### src/rtl/ov5640_cfg_pkg.sv
// Shared types and constants for the OV5640 register-table sequencer.
// Table word layout: {reg_addr[23:8], reg_data[7:0]}.
package ov5640_cfg_pkg;

  typedef enum logic [2:0] {
    S_IDLE,
    S_FETCH,
    S_ISSUE,
    S_POST,
    S_DELAY,
    S_NEXT,
    S_DONE,
    S_ERR
  } cfg_state_t;

  localparam int ADDR_MSB = 23;
  localparam int ADDR_LSB = 8;
  localparam int DATA_MSB = 7;

  localparam logic [15:0] SRST_ADDR_DEF  = 16'h3008;
  localparam int          SRST_DELAY_DEF = 250_000;

  function automatic logic is_srst(
    input logic [15:0] addr,
    input logic [7:0]  data,
    input logic [15:0] srst_addr
  );
    return (addr == srst_addr) && data[7];
  endfunction

endpackage

### src/rtl/ov5640_cfg_ctrl.sv
// OV5640 init sequencer: walks the register ROM, one SCCB write per entry.
// Define OV5640_CFG_RETRY_EN to retry NACKed writes up to RETRY_MAX times.
module ov5640_cfg_ctrl
  import ov5640_cfg_pkg::*;
#(
  parameter int          REG_NUM    = 252,
  parameter int          IDX_W      = 8,
  parameter logic [15:0] SRST_ADDR  = SRST_ADDR_DEF,
  parameter int          SRST_DELAY = SRST_DELAY_DEF,
  parameter int          RETRY_MAX  = 3
) (
  input  logic             sclk,
  input  logic             s_rst_n,
  input  logic             power_done,
  output logic [IDX_W-1:0] tbl_idx,
  input  logic [23:0]      tbl_data,
  output logic             sccb_req,
  output logic [15:0]      sccb_addr,
  output logic [7:0]       sccb_wdata,
  input  logic             sccb_done,
  input  logic             sccb_nack,
  output logic             cfg_busy,
  output logic             cfg_done,
  output logic             cfg_err
);

  localparam int DLY_W = $clog2(SRST_DELAY + 1);
  localparam logic [DLY_W-1:0] DLY_LAST = DLY_W'(SRST_DELAY - 1);
  localparam logic [IDX_W-1:0] IDX_LAST = IDX_W'(REG_NUM - 1);

  if (REG_NUM < 1 || REG_NUM > (1 << IDX_W) ||
      SRST_DELAY < 1 || RETRY_MAX < 0) begin : g_bad_param
    $error("ov5640_cfg_ctrl: parameter out of range");
  end

  cfg_state_t       r_state;
  logic             r_fetch2;
  logic [DLY_W-1:0] r_dly;
  logic [IDX_W-1:0] r_idx;
  logic             r_req;
  logic [15:0]      r_addr;
  logic [7:0]       r_wdata;
  logic             r_busy;
  logic             r_done;
  logic             r_err;

`ifdef OV5640_CFG_RETRY_EN
  localparam int RTRY_W = $clog2(RETRY_MAX + 2);
  localparam logic [RTRY_W-1:0] RTRY_LAST = RTRY_W'(RETRY_MAX);
  logic [RTRY_W-1:0] r_retry;
`endif

  logic w_last;
  logic w_srst;

  assign w_last = (r_idx == IDX_LAST);
  assign w_srst = is_srst(r_addr, r_wdata, SRST_ADDR);

  always_ff @(posedge sclk or negedge s_rst_n) begin
    if (!s_rst_n) begin
      r_state  <= S_IDLE;
      r_fetch2 <= 1'b0;
      r_dly    <= '0;
      r_idx    <= '0;
      r_req    <= 1'b0;
      r_addr   <= '0;
      r_wdata  <= '0;
      r_busy   <= 1'b0;
      r_done   <= 1'b0;
      r_err    <= 1'b0;
`ifdef OV5640_CFG_RETRY_EN
      r_retry  <= '0;
`endif
    end else begin
      unique case (r_state)
        S_IDLE: begin
          if (power_done) begin
            r_state  <= S_FETCH;
            r_idx    <= '0;
            r_fetch2 <= 1'b0;
            r_busy   <= 1'b1;
          end
        end
        S_FETCH: begin
          // second cycle: ROM output now reflects r_idx
          if (r_fetch2) begin
            r_fetch2 <= 1'b0;
            r_addr   <= tbl_data[ADDR_MSB:ADDR_LSB];
            r_wdata  <= tbl_data[DATA_MSB:0];
            r_req    <= 1'b1;
            r_state  <= S_ISSUE;
          end else begin
            r_fetch2 <= 1'b1;
          end
        end
        S_ISSUE: begin
`ifdef OV5640_CFG_RETRY_EN
          if (!r_req) begin
            r_req <= 1'b1;
          end else if (sccb_done) begin
            r_req <= 1'b0;
            if (!sccb_nack) begin
              r_state <= S_POST;
            end else if (r_retry == RTRY_LAST) begin
              r_state <= S_ERR;
              r_busy  <= 1'b0;
              r_err   <= 1'b1;
            end else begin
              r_retry <= r_retry + 1'b1;
            end
          end
`else
          if (sccb_done) begin
            r_req <= 1'b0;
            if (!sccb_nack) begin
              r_state <= S_POST;
            end else begin
              r_state <= S_ERR;
              r_busy  <= 1'b0;
              r_err   <= 1'b1;
            end
          end
`endif
        end
        S_POST: begin
          r_state <= w_srst ? S_DELAY : S_NEXT;
        end
        S_DELAY: begin
          if (r_dly == DLY_LAST) begin
            r_dly   <= '0;
            r_state <= S_NEXT;
          end else begin
            r_dly <= r_dly + 1'b1;
          end
        end
        S_NEXT: begin
`ifdef OV5640_CFG_RETRY_EN
          r_retry <= '0;
`endif
          if (w_last) begin
            r_state <= S_DONE;
            r_busy  <= 1'b0;
            r_done  <= 1'b1;
          end else begin
            r_idx   <= r_idx + 1'b1;
            r_state <= S_FETCH;
          end
        end
        S_DONE: begin
          r_state <= S_DONE;
        end
        S_ERR: begin
          r_state <= S_ERR;
        end
        default: begin
          r_state <= S_IDLE;
        end
      endcase
    end
  end

  assign tbl_idx    = r_idx;
  assign sccb_req   = r_req;
  assign sccb_addr  = r_addr;
  assign sccb_wdata = r_wdata;
  assign cfg_busy   = r_busy;
  assign cfg_done   = r_done;
  assign cfg_err    = r_err;

endmodule

### config.mk
export PLATFORM = sky130hd
export DESIGN_NAME = ov5640_cfg_ctrl
export DESIGN_NICKNAME = d
export VERILOG_FILES = /design/src/rtl/ov5640_cfg_pkg.sv /design/src/rtl/ov5640_cfg_ctrl.sv
export SDC_FILE = /design/constraint.sdc
export NUM_CORES = 1
export LEC_CHECK = 0
export CAP_MARGIN = 5
export CORE_MARGIN = 2
export CORE_UTILIZATION = 45
export CTS_CLUSTER_SIZE = 12
export DETAILED_ROUTE_END_ITERATION = 6
export PLACE_DENSITY = 0.77
export SLEW_MARGIN = 25
export SYNTH_ARGS = -nofsm -noshare
export SYNTH_HDL_FRONTEND = slang
export SYNTH_SLANG_ARGS = --single-unit
### constraint.sdc
create_clock -name sclk -period 1.9 [get_ports sclk]
set_input_delay 0.19 -clock sclk [delete_from_list [all_inputs] [get_ports sclk]]
set_output_delay 0.19 -clock sclk [all_outputs]
set_load 0.1 [all_outputs]
==> impl_metrics.toml, run 1 <==
[job]
maxCapViolCount = 0

[finish]
final_cell_mix = "57 x buf_4, 50 x dfrtp_1, 27 x clkdlybuf4s50_1"
fin_nets = 377
synthToLayoutAreaGrowth_pct = 39.2
multi_input_comb_area_mm2 = 0.00136
drive_gt1_share_pct = 37.9
diodes = 0
fill_cells = 499
layout_commonest_cell = "buf_4"
layout.area.seq_mm2 = 0.00147

[route]
routed_wl_um = 6380
dr_total_vias = 2314
wl_per_cell_um = 15.0
drc = 0
ant_nets = 0
drt_pass1_iterations = 4
viasPerCell = 5.43
first_iter_violations = 98

[synthesis]
yosys.cell_types.count = 46
synthesis.area_mm2 = 0.00279
synth_top_flop_cell = "dfrtp_1"
async_reset_ff_share_pct = 100
yosys_register_bits = 58
syn-num-nets = 285
syn_inst = 254
syn_avg_cell_area_um2 = 11.0
ys_warn_count = 0
yosysSeqAreaShare_pct = 52.1
synth_edf_count = 0

[worst_setup_path]
cp_top_family = "simple AND/OR/NAND/NOR gates"
crit_type = "flop to flop"
worstSetupEndpointType = "flop"
critPathLaunchType = "flop"
r2r_end = "r_dly[0]"
r2r_start = "r_dly[8]"
rr_worst_depth = 4
crit_path_top_delay_cell = "or4_4"
reg2reg_slack_ps = -110
path_cells = "or4bb_1, or4_4, o21a_1, mux2_2"
cp_slowest_stage_delay_ps = 560
crit_arrival_ps = 2220
worst-path-buf-inv = 0
cp-startpoint = "r_dly[8]"
path_max_fanout = 2
crit_required_ps = 2110

[global_route]
grt_usage_pct = 20.2
grt_remaining_overflow = 0
grt_max_degree = 59
grt_pass1_vias = 2218
grt_pass1_wl_um = 10400
antenna_found_initial = 0

[clock_tree]
clkLatencyLatePin_ps = 320
htree_num_levels = 3
cts_inserted_buffers = 9
clock_path_buffers = 2
cts.sinks = 58
clk_pin_slew_ps = 70
root_buffer = "clkbuf_8"
cts_tree = "built"

[sta]
fin_crit_ps = 2010
fin_skew_ps = 6.82
finalSetupViolCount = 11
setup_ws_ps = -113
fin_crit_sh_pct = 106
max-slew-margin-rel_pct = 76.9
hold_viol_final = 0
fmax_mhz = 497
worstMarginPinSlew_ps = 342
rsz0062_at_grt = "yes"
slew_violations = 0
hold_ws_ps = 382

[placement]
io_buffers = 64
gp_congestion = 0.836
hpwl_um = 4380

[worst_hold_path]
hold_path.class = "input port to asynchronous set/reset pin"

[run_status]
violations = "negative setup slack"
status = "finished with violations"

[die]
core_area_mm2 = 0.00596
start_util_pct = 46.8
dieArea_mm2 = 0.00684
pin_count = 65
die_w_um = 82.7
dieHeight_um = 82.7
rows = 28
[final cells by class]
class | instances | share of cell area (%)
inverter | 3 | 0.290
timing repair buffer | 90 | 20.0
clock buffer | 11 | 3.65
sequential | 58 | 37.8
tap | 75 | 2.42
multi-input combinational | 184 | 35.0
clock inverter | 5 | 0.774
[metal layers]
layer	global-route usage [%]	vias to the layer above	wire length, um
li1	-	1120	-
met5	0	-	0
met1	27.5	1135	2890
met2	29.4	57	3040
met4	6.39	0	23
met3	8.26	2	424
[registers in the layout, summed over array words and instances (netlist names)]
register / flops
cfg_err: 1
cfg_done: 1
r_dly: 18
sccb_addr: 16
cfg_busy: 1
sccb_req: 1
sccb_wdata: 8
tbl_idx: 8
r_fetch2: 1
r_state: 3
[worst max-delay path by stage]
stage / endpoint / slack (ps) / cells past startpoint
global placement: r_dly[14] / -50 / 6
detailed placement: r_dly[15] / -90 / 5
global route: r_dly[0] / -150 / 4
CTS: r_dly[0] / -70 / 4
floorplan: r_dly[0] / -150 / 5
finish: r_dly[0] / -110 / 4
[logic make-up (layout without fill, tap and decap cells)]
| family | after synthesis | count (layout) | share of synthesized area (%) |
|---|---|---|---|
| buffers and inverters | 12 | 109 | 1.66 |
| adder cells (fa/ha/maj) | 2 | 2 | 0.898 |
| flip-flops | 58 | 58 | 52.1 |
| XOR/XNOR | 11 | 11 | 3.46 |
| multiplexers | 31 | 31 | 12.3 |
| AND/OR/NAND/NOR | 97 | 97 | 19.9 |
| AO/OA/AOI/OAI | 43 | 43 | 9.70 |
[timing repair]
item	in CTS	in global routing
buffers inserted	1	1
pin swaps	3	3
endpoints found under the setup margin	12	14
gates resized for setup	8	9
endpoints found under the hold margin	58	0
hold buffers	1	0
[synth_stat cells (4+ instances only)]
master	instances	area [um^2]
xor2_1	5	43.8
nor2b_1	4	25.0
nand3b_1	4	30.0
dfrtp_1	58	1450
nand4_1	10	62.6
nand2_1	22	82.6
o211ai_1	4	30.0
a21oi_1	12	60.1
mux2i_1	5	50.1
nor2_1	11	41.3
nor4b_1	4	35.0
nand2b_1	4	25.0
nand3_1	11	55.1
mux2_2	26	293
xnor2_1	6	52.6
o21ai_0	13	65.1
and3_1	5	31.3
clkbuf_1	7	26.3
[metrics by stage]
stage,util (%),setup TNS (ps),instance area (um^2),setup slack [ps],std cells
after CTS,64.4,-312,3830,-73.0,425
after global routing,65.1,-1110,3880,-152,426
final,65.1,-610,3880,-113,426
after global placement,60.9,-342,3620,-49.2,407
after floorplan,-,-363,2830,-150,254
after detailed placement,60.9,-805,3620,-89.2,407
[worst reg2reg max path, cell delays in order (launching register included)]
cell	delay [ps]
dfrtp_1	380
or4bb_1	510
or4_4	560
o21a_1	200
mux2_2	250
Power of run 1 is left out: the tool's default activity adds up to more than one toggle a clock period on the data nets, which glitch-free logic cannot reach.
==> run 2: changes to the inputs <==
--- a/config.mk
+++ b/config.mk
@@ -8,6 +8,7 @@
 export CAP_MARGIN = 5
 export CORE_MARGIN = 2
 export CORE_UTILIZATION = 45
+export CTS_BUF_LIST = sky130_fd_sc_hd__clkbuf_16
 export CTS_CLUSTER_SIZE = 12
 export DETAILED_ROUTE_END_ITERATION = 6
 export PLACE_DENSITY = 0.77
==> run 2 against run 1 <==
  * The run still ends with negative setup slack left
  * Clock skew decreased by 1.0 ps
  * Flip-flop and latch count unchanged
  * Register-to-register slack improved by 20 ps
  * Sequential share of layout area decreased by 0.71 points
  * Non-clock buffer count decreased by 2
  * Cell area increased by 1.9%
  * Cell count decreased by 0.47%
  * Critical path depth unchanged
  * Critical endpoint unchanged
==> impl_metrics.toml, run 2 (synthesis gave the netlist of run 1 again) <==
[placement]
dp_slack_ps = -89.2
hpwl_um = 4380
gp_congestion = 0.836
io_buffers = 64

[sta]
slew_violations = 0
worstMarginPinSlew_ps = 341
max-slew-margin-rel_pct = 77.0
fin_crit_sh_pct = 105
fmax_mhz = 501
hold_viol_final = 0
finalSetupViolCount = 10
fin_crit_ps = 1990
setup_ws_ps = -94.7
rsz0062_at_grt = "yes"
fin_skew_ps = 5.79

[route]
wl_per_cell_um = 15.4
viasPerCell = 5.59
drc = 0
dr_total_vias = 2372
first_iter_violations = 108
routed_wl_um = 6520
ant_nets = 0
drt_pass1_iterations = 4

[global_route]
grt_pass1_wl_um = 10800
grt_remaining_overflow = 0
grt_max_degree = 59
grt_pass1_vias = 2294
grt_usage_pct = 20.9
antenna_found_initial = 0

[worst_setup_path]
cp_slowest_stage_delay_ps = 560
path_max_fanout = 2
crit_arrival_ps = 2200
crit_path_top_delay_cell = "or4_4"
crit_required_ps = 2100
worstSetupEndpointType = "flop"
crit_type = "flop to flop"
critPathLaunchType = "flop"
path_cells = "or4bb_1, or4_4, o21a_1, mux2_2"

[run_status]
status = "finished with violations"
violations = "negative setup slack"

[clock_tree]
clock_path_buffers = 2
cts.sinks = 58
postCtsSetupBuffers = 0
root_buffer = "clkbuf_16"
clkLatencyLatePin_ps = 320
cts_tree = "built"
htree_num_levels = 3
cts_inserted_buffers = 9
clk_pin_slew_ps = 50

[finish]
synthToLayoutAreaGrowth_pct = 41.8
diodes = 0
drive_gt1_share_pct = 37.0
layout_commonest_cell = "buf_4"
fin_nets = 375
final_cell_mix = "55 x buf_4, 50 x dfrtp_1, 27 x clkdlybuf4s50_1"
largest_reg_flops = 18
top_register = "r_dly"

[job]
maxCapViolCount = 0

[die]
dieArea_mm2 = 0.00684
die_w_um = 82.7
start_util_pct = 46.8
rows = 28
core_area_mm2 = 0.00596
pin_count = 65
dieHeight_um = 82.7

[worst_hold_path]
hold_path.class = "input port to asynchronous set/reset pin"
run 2: cell types whose count changed in the layout (fill, tap and decap cells not counted), sizes merged:
cell	delta
buf	-2
clkbuf	-2
clkinv	+1
inv	+1
run 2: worst paths after layout:
kind	startpoint	endpoint	slack, ps	cells past startpoint
max reg2reg	r_dly[8]	r_dly[0]	-90	4
min in group sclk	cfg_err	cfg_err	470	1
min	s_rst_n	sccb_addr[0]	390	3
min reg2reg	cfg_err	cfg_err	470	1
max	r_dly[8]	r_dly[0]	-90	4
max in group asynchronous	s_rst_n	tbl_idx[1]	1210	3
run 2: per-stage QoR:
| stage | hold WS, ps | util [%] | std cells | setup TNS (ps) | area (um^2) |
|---|---|---|---|---|---|
| 6_report | 390 | 66.3 | 424 | -433 | 3950 |
| 5_1_grt | 436 | 66.3 | 424 | -879 | 3950 |
| 4_1_cts | 416 | 65.8 | 424 | -315 | 3920 |
| 3_5_place_dp | 217 | 60.9 | 407 | -805 | 3620 |
| 3_3_place_gp | 218 | 60.9 | 407 | -342 | 3620 |
| 2_1_floorplan | -106 | - | 254 | -363 | 2830 |
run 2: final cells by class:
type                            count  area, um^2
Inverter                            3        11.3
Timing Repair Buffer               88         761
Clock inverter                      7        37.5
Tap cell                           75        93.8
Sequential cell                    58        1470
Clock buffer                        9         225
Multi-Input combinational cell    184        1360
Fill cell                         477        2000
run 2: per-layer routing:
metal	vias to the layer above	share of wire [%]	wire length (um)	GRT usage, %
met2	80	47	3050	31.2
met4	0	1.4	93	8.85
met3	10	7.5	487	6.52
met1	1163	44	2890	28.0
li1	1119	-	-	-
met5	-	0	0	0
run 2: critical path, delay by kind of cell, from the launching register on:
kind               cells  cell delay [ps]
and+or+nand+nor        2             1060
DFF                    1              370
muxes                  1              250
AOI/OAI and AO/OA      1              200
run 2: repair_timing:
item	in CTS	in global routing
pin swaps	2	3
hold endpoints to repair	58	0
hold buffers	1	0
endpoints found under the setup margin	12	14
resized for setup	7	9
Power of run 2 is left out for the same reason.
